### config.mk
export PLATFORM = sky130hd
export DESIGN_NAME = if_id_queue
export DESIGN_NICKNAME = d
export VERILOG_FILES = /design/src/rtl/pipeline_pkg.sv /design/src/rtl/if_id_queue.sv
export SDC_FILE = /design/constraint.sdc
export NUM_CORES = 1
export LEC_CHECK = 0
export CORE_MARGIN = 4
export CORE_UTILIZATION = 43
export DETAILED_ROUTE_END_ITERATION = 12
export PLACE_DENSITY = 0.82
export REMOVE_ABC_BUFFERS = 1
export SLEW_MARGIN = 40
export SYNTH_ARGS = -nofsm -noshare
export SYNTH_HDL_FRONTEND = slang
export SYNTH_SLANG_ARGS = --single-unit
### constraint.sdc
create_clock -name clk -period 20.3 [get_ports clk]
set_clock_uncertainty 0.15 [all_clocks]
set_input_delay 4.06 -clock clk [delete_from_list [all_inputs] [get_ports clk]]
set_output_delay 4.06 -clock clk [all_outputs]
set_load 0.1 [all_outputs]
### src/rtl/pipeline_pkg.sv
// Shared pipeline-register types and constants for the IF/ID and later stage registers.
package pipeline_pkg;

    localparam int XLEN = 32;

    // addi x0, x0, 0: the canonical bubble presented to decode.
    localparam logic [XLEN-1:0] NOP_INSTR = 32'h0000_0013;

    typedef struct packed {
        logic [XLEN-1:0] instr;
        logic [XLEN-1:0] pc;
        logic [XLEN-1:0] pc_plus4;
    } if_id_entry_t;

endpackage

### src/rtl/if_id_queue.sv
// Two-entry IF/ID instruction queue; push->validD latency 1 cycle, outputs from registered state only.
// Backpressure: readyF drops when full (no path from readyD); flushD drops everything queued.
module if_id_queue
    import pipeline_pkg::*;
#(
    parameter int DATA_WIDTH = 32,
    parameter int CNT_WIDTH  = 16
) (
    input  logic                  clk,
    input  logic                  rst_n,
    input  logic                  validF,
    input  logic [DATA_WIDTH-1:0] instrF,
    input  logic [DATA_WIDTH-1:0] pcF,
    input  logic [DATA_WIDTH-1:0] pc_plus4F,
    output logic                  readyF,
    input  logic                  flushD,
    input  logic                  readyD,
    output logic                  validD,
    output logic [DATA_WIDTH-1:0] instrD,
    output logic [DATA_WIDTH-1:0] pcD,
    output logic [DATA_WIDTH-1:0] pc_plus4D,
    output logic [CNT_WIDTH-1:0]  stall_cnt
);

    // Entry fields come from the shared package type, so DATA_WIDTH must equal XLEN.
    if_id_entry_t entry_q [2];

    logic [1:0]           count_q, count_d;
    logic                 wr_ptr_q, wr_ptr_d;
    logic                 rd_ptr_q, rd_ptr_d;
    logic [CNT_WIDTH-1:0] stall_cnt_q, stall_cnt_d;

    logic         push;
    logic         pop;
    if_id_entry_t head;

    assign readyF = (count_q != 2'd2);
    assign validD = (count_q != 2'd0);
    assign head   = entry_q[rd_ptr_q];

    assign instrD    = validD ? head.instr    : NOP_INSTR;
    assign pcD       = validD ? head.pc       : '0;
    assign pc_plus4D = validD ? head.pc_plus4 : '0;
    assign stall_cnt = stall_cnt_q;

    always_comb begin
        push        = validF && readyF && !flushD;
        pop         = validD && readyD && !flushD;
        count_d     = count_q;
        wr_ptr_d    = wr_ptr_q;
        rd_ptr_d    = rd_ptr_q;
        stall_cnt_d = stall_cnt_q;

        if (flushD) begin
            count_d  = 2'd0;
            wr_ptr_d = 1'b0;
            rd_ptr_d = 1'b0;
        end else begin
            if (push) wr_ptr_d = ~wr_ptr_q;
            if (pop)  rd_ptr_d = ~rd_ptr_q;
            if (push && !pop)      count_d = count_q + 2'd1;
            else if (pop && !push) count_d = count_q - 2'd1;
        end

        if (validF && !readyF && !flushD && !(&stall_cnt_q))
            stall_cnt_d = stall_cnt_q + 1'b1;
    end

    always_ff @(posedge clk or negedge rst_n) begin
        if (!rst_n) begin
            count_q     <= 2'd0;
            wr_ptr_q    <= 1'b0;
            rd_ptr_q    <= 1'b0;
            stall_cnt_q <= '0;
        end else begin
            count_q     <= count_d;
            wr_ptr_q    <= wr_ptr_d;
            rd_ptr_q    <= rd_ptr_d;
            stall_cnt_q <= stall_cnt_d;
        end
    end

    // Payload is masked by validD, so it needs no reset.
    always_ff @(posedge clk) begin
        if (push) begin
            entry_q[wr_ptr_q] <= '{instr: instrF, pc: pcF, pc_plus4: pc_plus4F};
        end
    end

endmodule

Word-level counts from Yosys, hierarchy flattened --
Memories as Yosys holds them, arrays and structs flattened. Cells that the tools add are included.
Word-level totals: output and inout port bits 114, memories kept 1, logic and storage cells 42, bits in registers 20, RAM bits 192
Memory list:
- entry_q | depth 2, bits a word 96, read ports 1, clocked after Yosys merged registers in 0, write ports 1, RTL line if_id_queue.sv:26 | if_id_entry_t entry_q [2];
Operators by class: reduce and logical (&&, ||, !) cells 19, eq/ne operators 1, multiplexer cells 12, bitwise operators 2, add/subtract/negate cells 3
Operators by type and width (count):
- 32-bit 2-to-1 mux | 3
- 16-bit by 1-bit adder with 16-bit output, second input constant | 1
- 16-bit AND reduction | 1
- 1-bit logical AND | 9
- 1-bit 2-to-1 mux | 6
- 2-bit 2-to-1 mux | 3
- 2-bit nonzero test | 3
- 1-bit zero test | 5
- 3-bit nonzero test | 1
- 2-bit by 1-bit adder with 2-bit output, second input constant | 1
- 2-bit != test, second input constant | 1
- 1-bit NOT | 2
- 2-bit by 1-bit subtractor with 2-bit output, second input constant | 1

Depth between registers and ports, before layout --
Gate-level depths: netlist of the first run.
word-level depth 8, gate-level depth with buffers 5, gate-level depth less buffers 5

Worst setup path after synthesis of the first run --
OpenSTA, ideal clock, no wires.
kind input to register, start point input validF, end point memory entry_q[1][0] (netlist name), enable pin, slack 8.269 ns, stages on the path 2, arrival 11.193 ns, path buffers 0, cell sequence nand2_1 -> nor3b_1
On the way: word-level cells in the longest chain between the ends 4
RTL lines:
- start, declared | RTL line if_id_queue.sv:11 | input logic validF,
- 1-bit logical AND (2 in series) | RTL line if_id_queue.sv:47 | push = validF && readyF && !flushD;
- 1-bit 2-to-1 mux | RTL line if_id_queue.sv:85 | if (push) begin
- 1-bit 2-to-1 mux (implied by the code) | RTL line if_id_queue.sv:86 | entry_q[wr_ptr_q] <= '{instr: instrF, pc: pcF, pc_plus4: pc_plus4F};
- end, declared | RTL line if_id_queue.sv:26
Every way passes these cells.

Worst setup path in the final report of the first run --
start point register rd_ptr_q, end point output pc_plus4D[10]
On the way: word-level cells in the longest chain between the ends 2
RTL lines:
- start, declared | RTL line if_id_queue.sv:30 | logic rd_ptr_q, rd_ptr_d;
- start signal, assigned | RTL line if_id_queue.sv:78 | rd_ptr_q <= rd_ptr_d;
- memory 2 x 96 bit
- 32-bit 2-to-1 mux | RTL line if_id_queue.sv:43 | assign pc_plus4D = validD ? head.pc_plus4 : '0;
- end, declared | RTL line if_id_queue.sv:21 | output logic [DATA_WIDTH-1:0] pc_plus4D,
Every way passes these cells.

==> summary.txt, run 1 <==
Power and ir drop
  – Cell Pwr Density: roughly 100 mW/mm^2
  – Leakage component of the power: about 4 nW
  – Worst voltage drop across the vdd grid: between 100 and 150 uV

Outcome
  – Status: completed

Worst setup path
  – Startpoint kind of the worst setup timing path: flop
  – Ordered list of cells on the worst path: buf_4 > mux2i_1 > nor2_1 > buf_2
  – Crit Path Category: flop to output port
  – Max FO, Critical Path: 47
  – Slowest stage cell, crit path: sky130_fd_sc_hd__buf_4
  – Kind of end point of the critical path: output port
  – Required arrival time at the worst endpoint: 16.09 ns
  – Peak per-stage delay on the critical path: 0.68 ns
  – Arrival time reported for the critical path endpoint: about 2.6 ns

Layout
  – Multi-input logic area: roughly 0.0019 mm^2
  – Final net count: just over 800
  – Sequential cell area: between 0.006 and 0.007 mm^2
  – Total of fill cells in the finished design: around 1500
  – Highest-count cells in the layout ignoring fill and taps: sky130_fd_sc_hd__edfxtp_1 (192), sky130_fd_sc_hd__buf_2 (115), sky130_fd_sc_hd__nor2_1 (102)
  – Commonest non-fill, non-tap cell in the layout: sky130_fd_sc_hd__edfxtp_1
  – Inserted Diodes: 0
  – Signed area change from the synthesized netlist to the final layout: 31.5%
  – Cell area after layout: 0.0109 mm^2
  – Fraction of layout cells with a size suffix above 1: between 20 and 25%

Floorplanning
  – Die extent in x: about 150 um
  – Area of the die: roughly 0.022 mm^2
  – Starting Density: 43.9%
  – Number of top-level design ports: 215
  – Core box area: ~0.019 mm^2
  – Number of rows created at floorplan: 50
  – Vertical extent of the die: 147 um

STA
  – Measured slew at the worst slew-check pin: ~0.79 ns
  – Peak clock frequency supported by timing: approximately 150 MHz
  – Headroom to the max-slew limit: between 40 and 50%
  – Tcrit/Tclk final: 33.7%
  – Count of endpoints failing setup in the final report: 0
  – Setup tns final: 0 ns
  – Final hold viol count: 0
  – Post-layout min period: roughly 7 ns
  – Total count of max-transition violations in the final report: 0
  – RSZ-0062 raised after global routing: no

Clock tree
  – Buffer depth of the longest clock path: 3
  – Number of H-tree levels: 1
  – Number of clock buffers inserted by TritonCTS: 22
  – Clock net sink count: around 210
  – Cts-stage hold buffer count: 0
  – Clock tree root driver cell: sky130_fd_sc_hd__clkbuf_16
  – Post-CTS Setup Bufs: 0
  – Clock insertion delay at the later pin of the skew report: between 0.4 and 0.5 ns
  – Resized cells post-CTS: 0
  – CTS tree: built
  – Clock-pin slew reported for the worst setup and hold paths after clock tree synthesis: 0.06 ns

GRT
  – Largest net degree at the start of global routing: 96
  – Vias in the first global route: 5209
  – Overflow left after global routing: 0
  – Global-route wire length before repair: between 20 and 30 mm
  – Total global-route track usage: about 15%
  – Initial antenna violation count: 0

Detailed routing
  – Initial DRC count: 230
  – Total number of vias: about 4900
  – Wirelength per Cell: ~17 um
  – DR DRC count: 0
  – Post-Route WL: between 15 and 20 mm
  – Post-detailed-route count of antenna-violating nets: 0
  – Drt first pass iters: 4
  – Routed vias/inst: between 4 and 5

Placement
  – Half-perimeter wire length after detailed placement: about 12 mm
  – Port buffer count: around 210
  – Placed inst area: 0.0101 mm^2
  – Final weighted congestion in routability-driven placement: ~0.8

Synth
  – Area of the mapped netlist: ~0.0083 mm^2
  – Count of yosys warnings during synthesis: 0
  – Synthesized instance count: 505
  – Fraction of the yosys area taken by sequential cells: between 70% and 80%
  – Avg Synthesized Cell Area: about 16 um^2
  – Count of distinct cell types in the synthesized netlist: 33
  – #FFs+latches synth: 212

Hold path
  – Path class of the lowest-slack min-delay path: flop to flop

Run
  – Maxcap violations: 0
[Yosys cell counts (all sizes together)]
master | count | share of area (%)
clkbuf | 11 | 0.50
mux2i | 99 | 12
and2 | 1 | 0.076
nor2 | 103 | 4.7
nor2b | 1 | 0.076
nor4b | 2 | 0.36
ha | 1 | 0.15
nor3 | 2 | 0.12
o21ai | 1 | 0.060
edfxtp | 192 | 70
inv | 3 | 0.14
o31ai | 2 | 0.18
and4bb | 1 | 0.20
nand2b | 4 | 0.30
buf | 10 | 0.61
nand2 | 12 | 0.54
a31oi | 1 | 0.076
nor3b | 3 | 0.27
and4 | 3 | 0.32
dfrtp | 20 | 6.1
nand3 | 2 | 0.12
a21oi | 4 | 0.24
xor2 | 12 | 1.3
and3 | 1 | 0.076
mux2 | 1 | 0.14
a211oi | 1 | 0.091
nand4 | 6 | 0.71
a311oi | 1 | 0.11
nor4 | 4 | 0.71
a22oi | 1 | 0.091
[per-stage QoR]
step | total power (W) | setup slack (ns) | utilization [%] | hold WS (ns) | cells
2_1_floorplan | 0.000688 | 8.27 | - | 0.369 | 484
3_3_place_gp | 0.000747 | 12.81 | 56.9 | 0.348 | 964
3_5_place_dp | 0.000734 | 13.49 | 53.8 | 0.354 | 964
4_1_cts | 0.00113 | 12.96 | 57.6 | 0.364 | 1002
5_1_grt | 0.00116 | 13.32 | 57.7 | 0.380 | 1003
6_report | 0.00112 | 13.47 | 57.7 | 0.369 | 1003
[power by group]
part	switching [W]	internal, W
clock network	0.000150	0.000242
registers	0.00000797	0.000497
logic	0.000172	0.0000476
total	0.000330	0.000787
[kinds of logic (layout without fill, tap and decap cells)]
kind of cell	Yosys count	after routing	share of synthesized area [%]
DFF	212	212	75.8
buffers and inverters	24	262	1.24
AOI/OAI and AO/OA	11	11	0.848
and+or+nand+nor	145	145	8.57
muxes	100	100	12.1
adders and majority gates	1	1	0.151
xor gates and xnor gates	12	12	1.27
[area by class of cell]
class	instances	share of cell area [%]
sequential	212	57.7
multi-input combinational	269	17.6
timing repair buffer	221	15.0
clock buffer	26	5.40
tap	260	2.99
clock inverter	12	1.16
inverter	3	0.104
[critical path, delay by kind of cell, from the launching register on]
| family | cells | cell delay, ns |
|---|---|---|
| simple gates | 1 | 0.15 |
| flops | 1 | 0.62 |
| mux | 1 | 0.17 |
| buf+inv | 2 | 1.13 |
[registers in the layout, summed over array words and instances (netlist names)]
register and flops:
count_q 2, entry_q 192, rd_ptr_q 1, stall_cnt 16, wr_ptr_q 1
[worst paths after layout]
kind                             endpoint  slack (ns)     startpoint  depth (start not counted)
setup / recovery            pc_plus4D[10]       13.47       rd_ptr_q                          4
hold / removal              stall_cnt[15]        0.37  stall_cnt[15]                          1
setup reg to reg           entry_q[1][25]       18.06     count_q[0]                          4
hold reg to reg             stall_cnt[15]        0.37  stall_cnt[15]                          1
max in group asynchronous        rd_ptr_q       16.27          rst_n                          1
min in group asynchronous   stall_cnt[15]        3.37          rst_n                          1
[layer usage]
layer	routed length, um	vias up	GRT usage (%)	part of all wire (%)
li1	-	2323	-	-
met1	6940	2377	19.2	40
met2	8730	203	27.1	51
met3	1290	32	3.79	7.5
met4	323	0	4.14	1.9
met5	0	-	0	0
(Power assumes the default switching activity.)
==> run 2, diff against run 1 <==
- clock period: 20.3 -> 6.6 ns (I/O delays scaled with it)
==> run 2 against run 1 <==
Cell count grew 0.40%; routed wire length decreased by 1.2%; critical path type unchanged; count of clock-buffer cells in the layout increased by 4; sequential power grew to 3.1 times the previous value; global-route usage fell by 0.40 points; via count fell by 0.10%; critical endpoint is now instrD[2]; final area increased by 0.60%; first-iteration DRC count is 0.43% higher; worst hold slack got worse by 0.012 ns; largest power group unchanged; die area unchanged; non-clock buffer count rose by 2.
==> summary.txt, run 2 (synthesized netlist as in run 1, its figures left out) <==
Outcome
  – Status: completed

Layout
  – Inserted Diodes: 0
  – Fraction of layout cells with a size suffix above 1: 22.5%
  – Final net count: between 800 and 900
  – Register bank with the most flops: entry_q
  – Signed area change from the synthesized netlist to the final layout: 32.3%
  – Highest-count cells in the layout ignoring fill and taps: sky130_fd_sc_hd__edfxtp_1 (192), sky130_fd_sc_hd__buf_2 (115), sky130_fd_sc_hd__nor2_1 (102)
  – Commonest non-fill, non-tap cell in the layout: sky130_fd_sc_hd__edfxtp_1
  – Max FFs per register: 192
  – Final standard cell count with taps included and fillers excluded: about 1000
  – Post-layout utilization of the core: 58.1%

Clock tree
  – Post-CTS Setup Bufs: 0
  – Buffer depth of the longest clock path: 3
  – Number of clock buffers inserted by TritonCTS: 23
  – Cts-stage hold buffer count: 0
  – Clock insertion delay at the later pin of the skew report: ~0.48 ns
  – Resized cells post-CTS: 0
  – Clock-pin slew reported for the worst setup and hold paths after clock tree synthesis: approximately 0.05 ns
  – Clock tree root driver cell: sky130_fd_sc_hd__clkbuf_16
  – CTS tree: built
  – Number of H-tree levels: 1
  – Clock net sink count: 212

Floorplanning
  – Die extent in x: between 100 and 150 um
  – Number of top-level design ports: 215
  – Core box area: between 0.015 and 0.02 mm^2
  – Vertical extent of the die: roughly 150 um
  – Starting Density: 43.9%
  – Area of the die: 0.0215 mm^2
  – Number of rows created at floorplan: 50

Placement
  – Half-perimeter wire length after detailed placement: about 12 mm
  – DP Cell Count: about 970
  – Placement Setup Slack: between 2 and 3 ns
  – Final weighted congestion in routability-driven placement: between 0.7 and 0.8
  – Port buffer count: 214

Worst setup path
  – Crit Path Category: flop to output port
  – Required arrival time at the worst endpoint: about 5.1 ns
  – Max FO, Critical Path: 48
  – Worst Reg2Reg Path Length in Cells: 4
  – Startpoint kind of the worst setup timing path: flop
  – Kind of end point of the critical path: output port
  – Arrival time reported for the critical path endpoint: 2.51 ns

Run
  – Maxcap violations: 0

STA
  – Measured slew at the worst slew-check pin: 0.708 ns
  – RSZ-0062 raised after global routing: no
  – Peak clock frequency supported by timing: between 200 and 300 MHz
  – Tcrit/Tclk final: approximately 60%
  – Count of endpoints failing setup in the final report: 0
  – Headroom to the max-slew limit: between 50% and 60%
  – Post-layout min period: around 4 ns
  – Final hold viol count: 0
  – Total count of max-transition violations in the final report: 0
  – Final worst-path setup slack: ~2.6 ns

Hold path
  – Path class of the lowest-slack min-delay path: flop to flop
  – Number of cells on the worst hold path: 1

Detailed routing
  – DR DRC count: 0
  – Wirelength per Cell: approximately 17 um
  – Total number of vias: 4930
  – Post-detailed-route count of antenna-violating nets: 0
  – Post-Route WL: around 17 mm
  – Routed vias/inst: roughly 4.9
  – Drt first pass iters: 4
  – Initial DRC count: roughly 230

GRT
  – Total global-route track usage: 15.1%
  – Vias in the first global route: 5120
  – Overflow left after global routing: 0
  – Initial antenna violation count: 0
  – Largest net degree at the start of global routing: 55
  – Global-route wire length before repair: between 20 and 30 mm

Power and ir drop
  – Leakage component of the power: between 4 and 5 nW
  – Cell Pwr Density: between 300 and 400 mW/mm^2
  – Worst voltage drop across the vdd grid: roughly 220 uV
-- run 2: cell count changes in the layout (fill, tap and decap cells not counted) --
cell                         before  now
sky130_fd_sc_hd__clkinv_1         7    2
sky130_fd_sc_hd__clkbuf_1         3    7
sky130_fd_sc_hd__inv_6            0    2
sky130_fd_sc_hd__buf_12           1    2
sky130_fd_sc_hd__buf_16           0    1
sky130_fd_sc_hd__buf_4            5    6
sky130_fd_sc_hd__buf_6            1    0
sky130_fd_sc_hd__clkinvlp_4       0    1
-- run 2: layer usage --
layer	global-route usage [%]	vias to the layer above	wire length [um]
li1	-	2338	-
met1	19.1	2394	6980
met2	26.0	175	8520
met3	3.82	23	1260
met4	3.90	0	301
met5	0	-	0
-- run 2: cell type report --
type	count	area [um^2]
clock buffer	30	602
inverter	3	11.3
fill	1477	7900
tap	260	325
multi-input combinational	269	1920
timing repair buffer	223	1680
clock inverter	10	133
sequential	212	6270
-- run 2: final timing paths --
path / startpoint / end / slack [ns]
worst max-delay path: rd_ptr_q / instrD[2] / 2.62
worst min-delay path: stall_cnt[5] / stall_cnt[5] / 0.36
worst max register to register: count_q[0] / entry_q[1][6] / 4.40
worst min register to register: stall_cnt[5] / stall_cnt[5] / 0.36
max in group asynchronous: rst_n / rd_ptr_q / 5.32
min in group asynchronous: rst_n / stall_cnt[15] / 0.63
-- run 2: worst max-delay path: stages (launching register included) --
cell and delay [ns]:
sky130_fd_sc_hd__dfrtp_4 0.62, sky130_fd_sc_hd__buf_12 0.30, sky130_fd_sc_hd__buf_12 0.33, sky130_fd_sc_hd__mux2i_1 0.12, sky130_fd_sc_hd__nor2_1 0.14, sky130_fd_sc_hd__buf_2 0.45
-- run 2: through the flow --
stage / hold slack (ns) / instance area (um^2) / TNS [ns] / power [W]
CTS: 0.355 / 10900 / 0 / 0.00350
global route: 0.365 / 10900 / 0 / 0.00359
finish: 0.356 / 10900 / 0 / 0.00346
detailed placement: 0.342 / 10200 / 0 / 0.00226
floorplan: 0.369 / 8180 / -476.99 / 0.00212
global placement: 0.344 / 10700 / 0 / 0.00230
-- run 2: where the power goes --
group / internal (W) / switching [W]
clock: 0.000760 / 0.000471
sequential: 0.00153 / 0.0000248
combinational: 0.000151 / 0.000529
==> run 3, diff against run 2 <==
- clock period: 6.6 -> 4.1 ns (I/O delays scaled with it)
==> run 3 against run 2 <==
Sequential power rose by 61%; flip-flop and latch count unchanged; critical path depth fell by 1; highest routed layer unchanged; non-clock buffer count fell by 2; critical path type unchanged; power increased by 60%; worst hold slack got worse by 0.24 ns; clock power rose by 54%; largest power group unchanged; largest cell class unchanged.
==> summary.txt, run 3 (synthesized netlist as in run 1, its figures left out) <==
Outcome
  – Status: completed

Floorplanning
  – Area of the die: around 0.022 mm^2
  – Number of rows created at floorplan: 50
  – Die extent in x: between 100 and 150 um
  – Core box area: 0.0188 mm^2
  – Starting Density: 43.9%
  – Vertical extent of the die: 147 um
  – Number of top-level design ports: between 200 and 250

Detailed routing
  – Post-detailed-route count of antenna-violating nets: 0
  – Routed vias/inst: 4.86
  – Total number of vias: between 4000 and 5000
  – DR DRC count: 0
  – Drt first pass iters: 4
  – Wirelength per Cell: around 17 um
  – Initial DRC count: about 180
  – Post-Route WL: about 17 mm

Worst setup path
  – Kind of end point of the critical path: output port
  – Slowest stage cell, crit path: sky130_fd_sc_hd__buf_4
  – Startpoint kind of the worst setup timing path: flop
  – Required arrival time at the worst endpoint: 3.13 ns
  – Crit Path Category: flop to output port
  – Peak per-stage delay on the critical path: about 0.55 ns
  – Ordered list of cells on the worst path: buf_4 > mux2i_1 > nor2_1 > buf_4
  – Arrival time reported for the critical path endpoint: around 2.2 ns
  – Most Frequent Cell on Critical Path: sky130_fd_sc_hd__buf_4
  – Max FO, Critical Path: between 40 and 50

GRT
  – Vias in the first global route: just over 5000
  – Largest net degree at the start of global routing: between 90 and 100
  – Overflow left after global routing: 0
  – Initial antenna violation count: 0
  – Global-route wire length before repair: ~26 mm
  – Total global-route track usage: between 10% and 20%
  – Global Route met3 Usage: 3.97%
  – Met2 usage: roughly a quarter
  – Global routing met1 resource utilization: 18.6%
  – Busiest grt layer: met2

STA
  – RSZ-0062 raised after global routing: no
  – Setup tns final: 0 ns
  – Headroom to the max-slew limit: 53.3%
  – Tcrit/Tclk final: roughly 76%
  – Post-layout min period: approximately 3.1 ns
  – Count of endpoints failing setup in the final report: 0
  – Final hold viol count: 0
  – Measured slew at the worst slew-check pin: about 0.70 ns
  – Total count of max-transition violations in the final report: 0
  – Peak clock frequency supported by timing: between 300 and 400 MHz

Layout
  – Sequential cell area: roughly 0.0063 mm^2
  – Inserted Diodes: 0
  – Fraction of layout cells with a size suffix above 1: a little over a fifth
  – Final net count: slightly above 800
  – Multi-input logic area: around 0.0019 mm^2
  – Register bank with the most flops: entry_q
  – Signed area change from the synthesized netlist to the final layout: 34.5%
  – Total of fill cells in the finished design: 1432
  – Commonest non-fill, non-tap cell in the layout: sky130_fd_sc_hd__edfxtp_1
  – Final standard cell count with taps included and fillers excluded: about 1000
  – Max FFs per register: 192
  – Highest-count cells in the layout ignoring fill and taps: sky130_fd_sc_hd__edfxtp_1 (192), sky130_fd_sc_hd__nor2_1 (102), sky130_fd_sc_hd__mux2i_1 (99), sky130_fd_sc_hd__clkdlybuf4s50_1 (99), sky130_fd_sc_hd__buf_4 (99)

Placement
  – Half-perimeter wire length after detailed placement: 11.3 mm
  – Port buffer count: roughly 210
  – DP Cell Count: between 900 and 1000
  – Final weighted congestion in routability-driven placement: between 0.8 and 0.9

Clock tree
  – Clock insertion delay at the later pin of the skew report: between 0.4 and 0.5 ns
  – Number of clock buffers inserted by TritonCTS: 22
  – Number of H-tree levels: 1
  – Buffer depth of the longest clock path: 3
  – Resized cells post-CTS: 0
  – Post-CTS Setup Bufs: 0
  – CTS tree: built
  – Clock-pin slew reported for the worst setup and hold paths after clock tree synthesis: approximately 0.06 ns
  – Clock tree root driver cell: sky130_fd_sc_hd__clkbuf_16
  – Cts-stage hold buffer count: 0
  – Clock net sink count: 212

Power and ir drop
  – Leakage component of the power: between 4 and 5 nW
  – Power share of the sequential group: between 40 and 50%
  – Switching power as a share of total power: 29.8%
  – Reported net switching power: around 0.0016 W
  – Clk network pwr share: approximately a third
  – Internal Pwr Total: between 0.003 and 0.004 W
  – Cell Pwr Density: ~500 mW/mm^2
  – Worst voltage drop across the vdd grid: around 280 uV
  – Relative contribution of combinational cells to total power: about a fifth

Run
  – Maxcap violations: 0

Hold path
  – Path class of the lowest-slack min-delay path: input pin to asynchronous set/reset pin
run 3: worst max-delay path, delay by kind of cell, from the launching register on:
family	cells	cell delay (ns)
buffers and inverters	2	0.88
flip-flops	1	0.42
AND/OR/NAND/NOR	1	0.20
multiplexers	1	0.16
run 3: power by group through the flow:
stage          Sequential, W  Combinational (W)  Clock, W
6_report             0.00249            0.00114   0.00190
3_3_place_gp         0.00253            0.00115         0
3_5_place_dp         0.00254            0.00115         0
5_1_grt              0.00250            0.00119   0.00205
4_1_cts              0.00249            0.00116   0.00196
2_1_floorplan        0.00262           0.000783         0
run 3: stage by stage:
step / setup WS (ns) / power (W) / hold WS, ns / utilization [%] / area [um^2]
2_1_floorplan: -5.23 / 0.00341 / 0.369 / - / 8180
3_3_place_gp: 1.28 / 0.00368 / 0.348 / 55.8 / 10500
3_5_place_dp: 1.26 / 0.00369 / 0.371 / 55.3 / 10400
4_1_cts: 0.830 / 0.00561 / 0.110 / 59.0 / 11100
5_1_grt: 0.796 / 0.00574 / 0.128 / 59.0 / 11100
6_report: 0.966 / 0.00553 / 0.117 / 59.0 / 11100
run 3: final timing paths:
kind                                  end         start  depth (start not counted)  slack [ns]
hold reg to reg              stall_cnt[5]  stall_cnt[5]                          1        0.38
setup / recovery            pc_plus4D[15]      rd_ptr_q                          4        0.97
max in group asynchronous        rd_ptr_q         rst_n                          1        3.33
hold / removal              stall_cnt[10]         rst_n                          1        0.12
min in group clk             stall_cnt[5]  stall_cnt[5]                          1        0.38
setup reg to reg           entry_q[1][46]    count_q[0]                          4        2.06
run 3: area by class of cell:
| cell class | instances | area share [%] |
|---|---|---|
| sequential | 212 | 56.4 |
| timing repair buffer | 221 | 17.1 |
| inverter | 3 | 0.101 |
| clock buffer | 29 | 5.38 |
| tap | 260 | 2.93 |
| multi-input combinational | 269 | 17.2 |
| clock inverter | 10 | 0.867 |
run 3: per-layer routing:
metal  vias up  routed length (um)
met5         -                   0
met4         0                 357
met3        31                1230
met2       172                8540
met1      2341                6870
li1       2332                   -
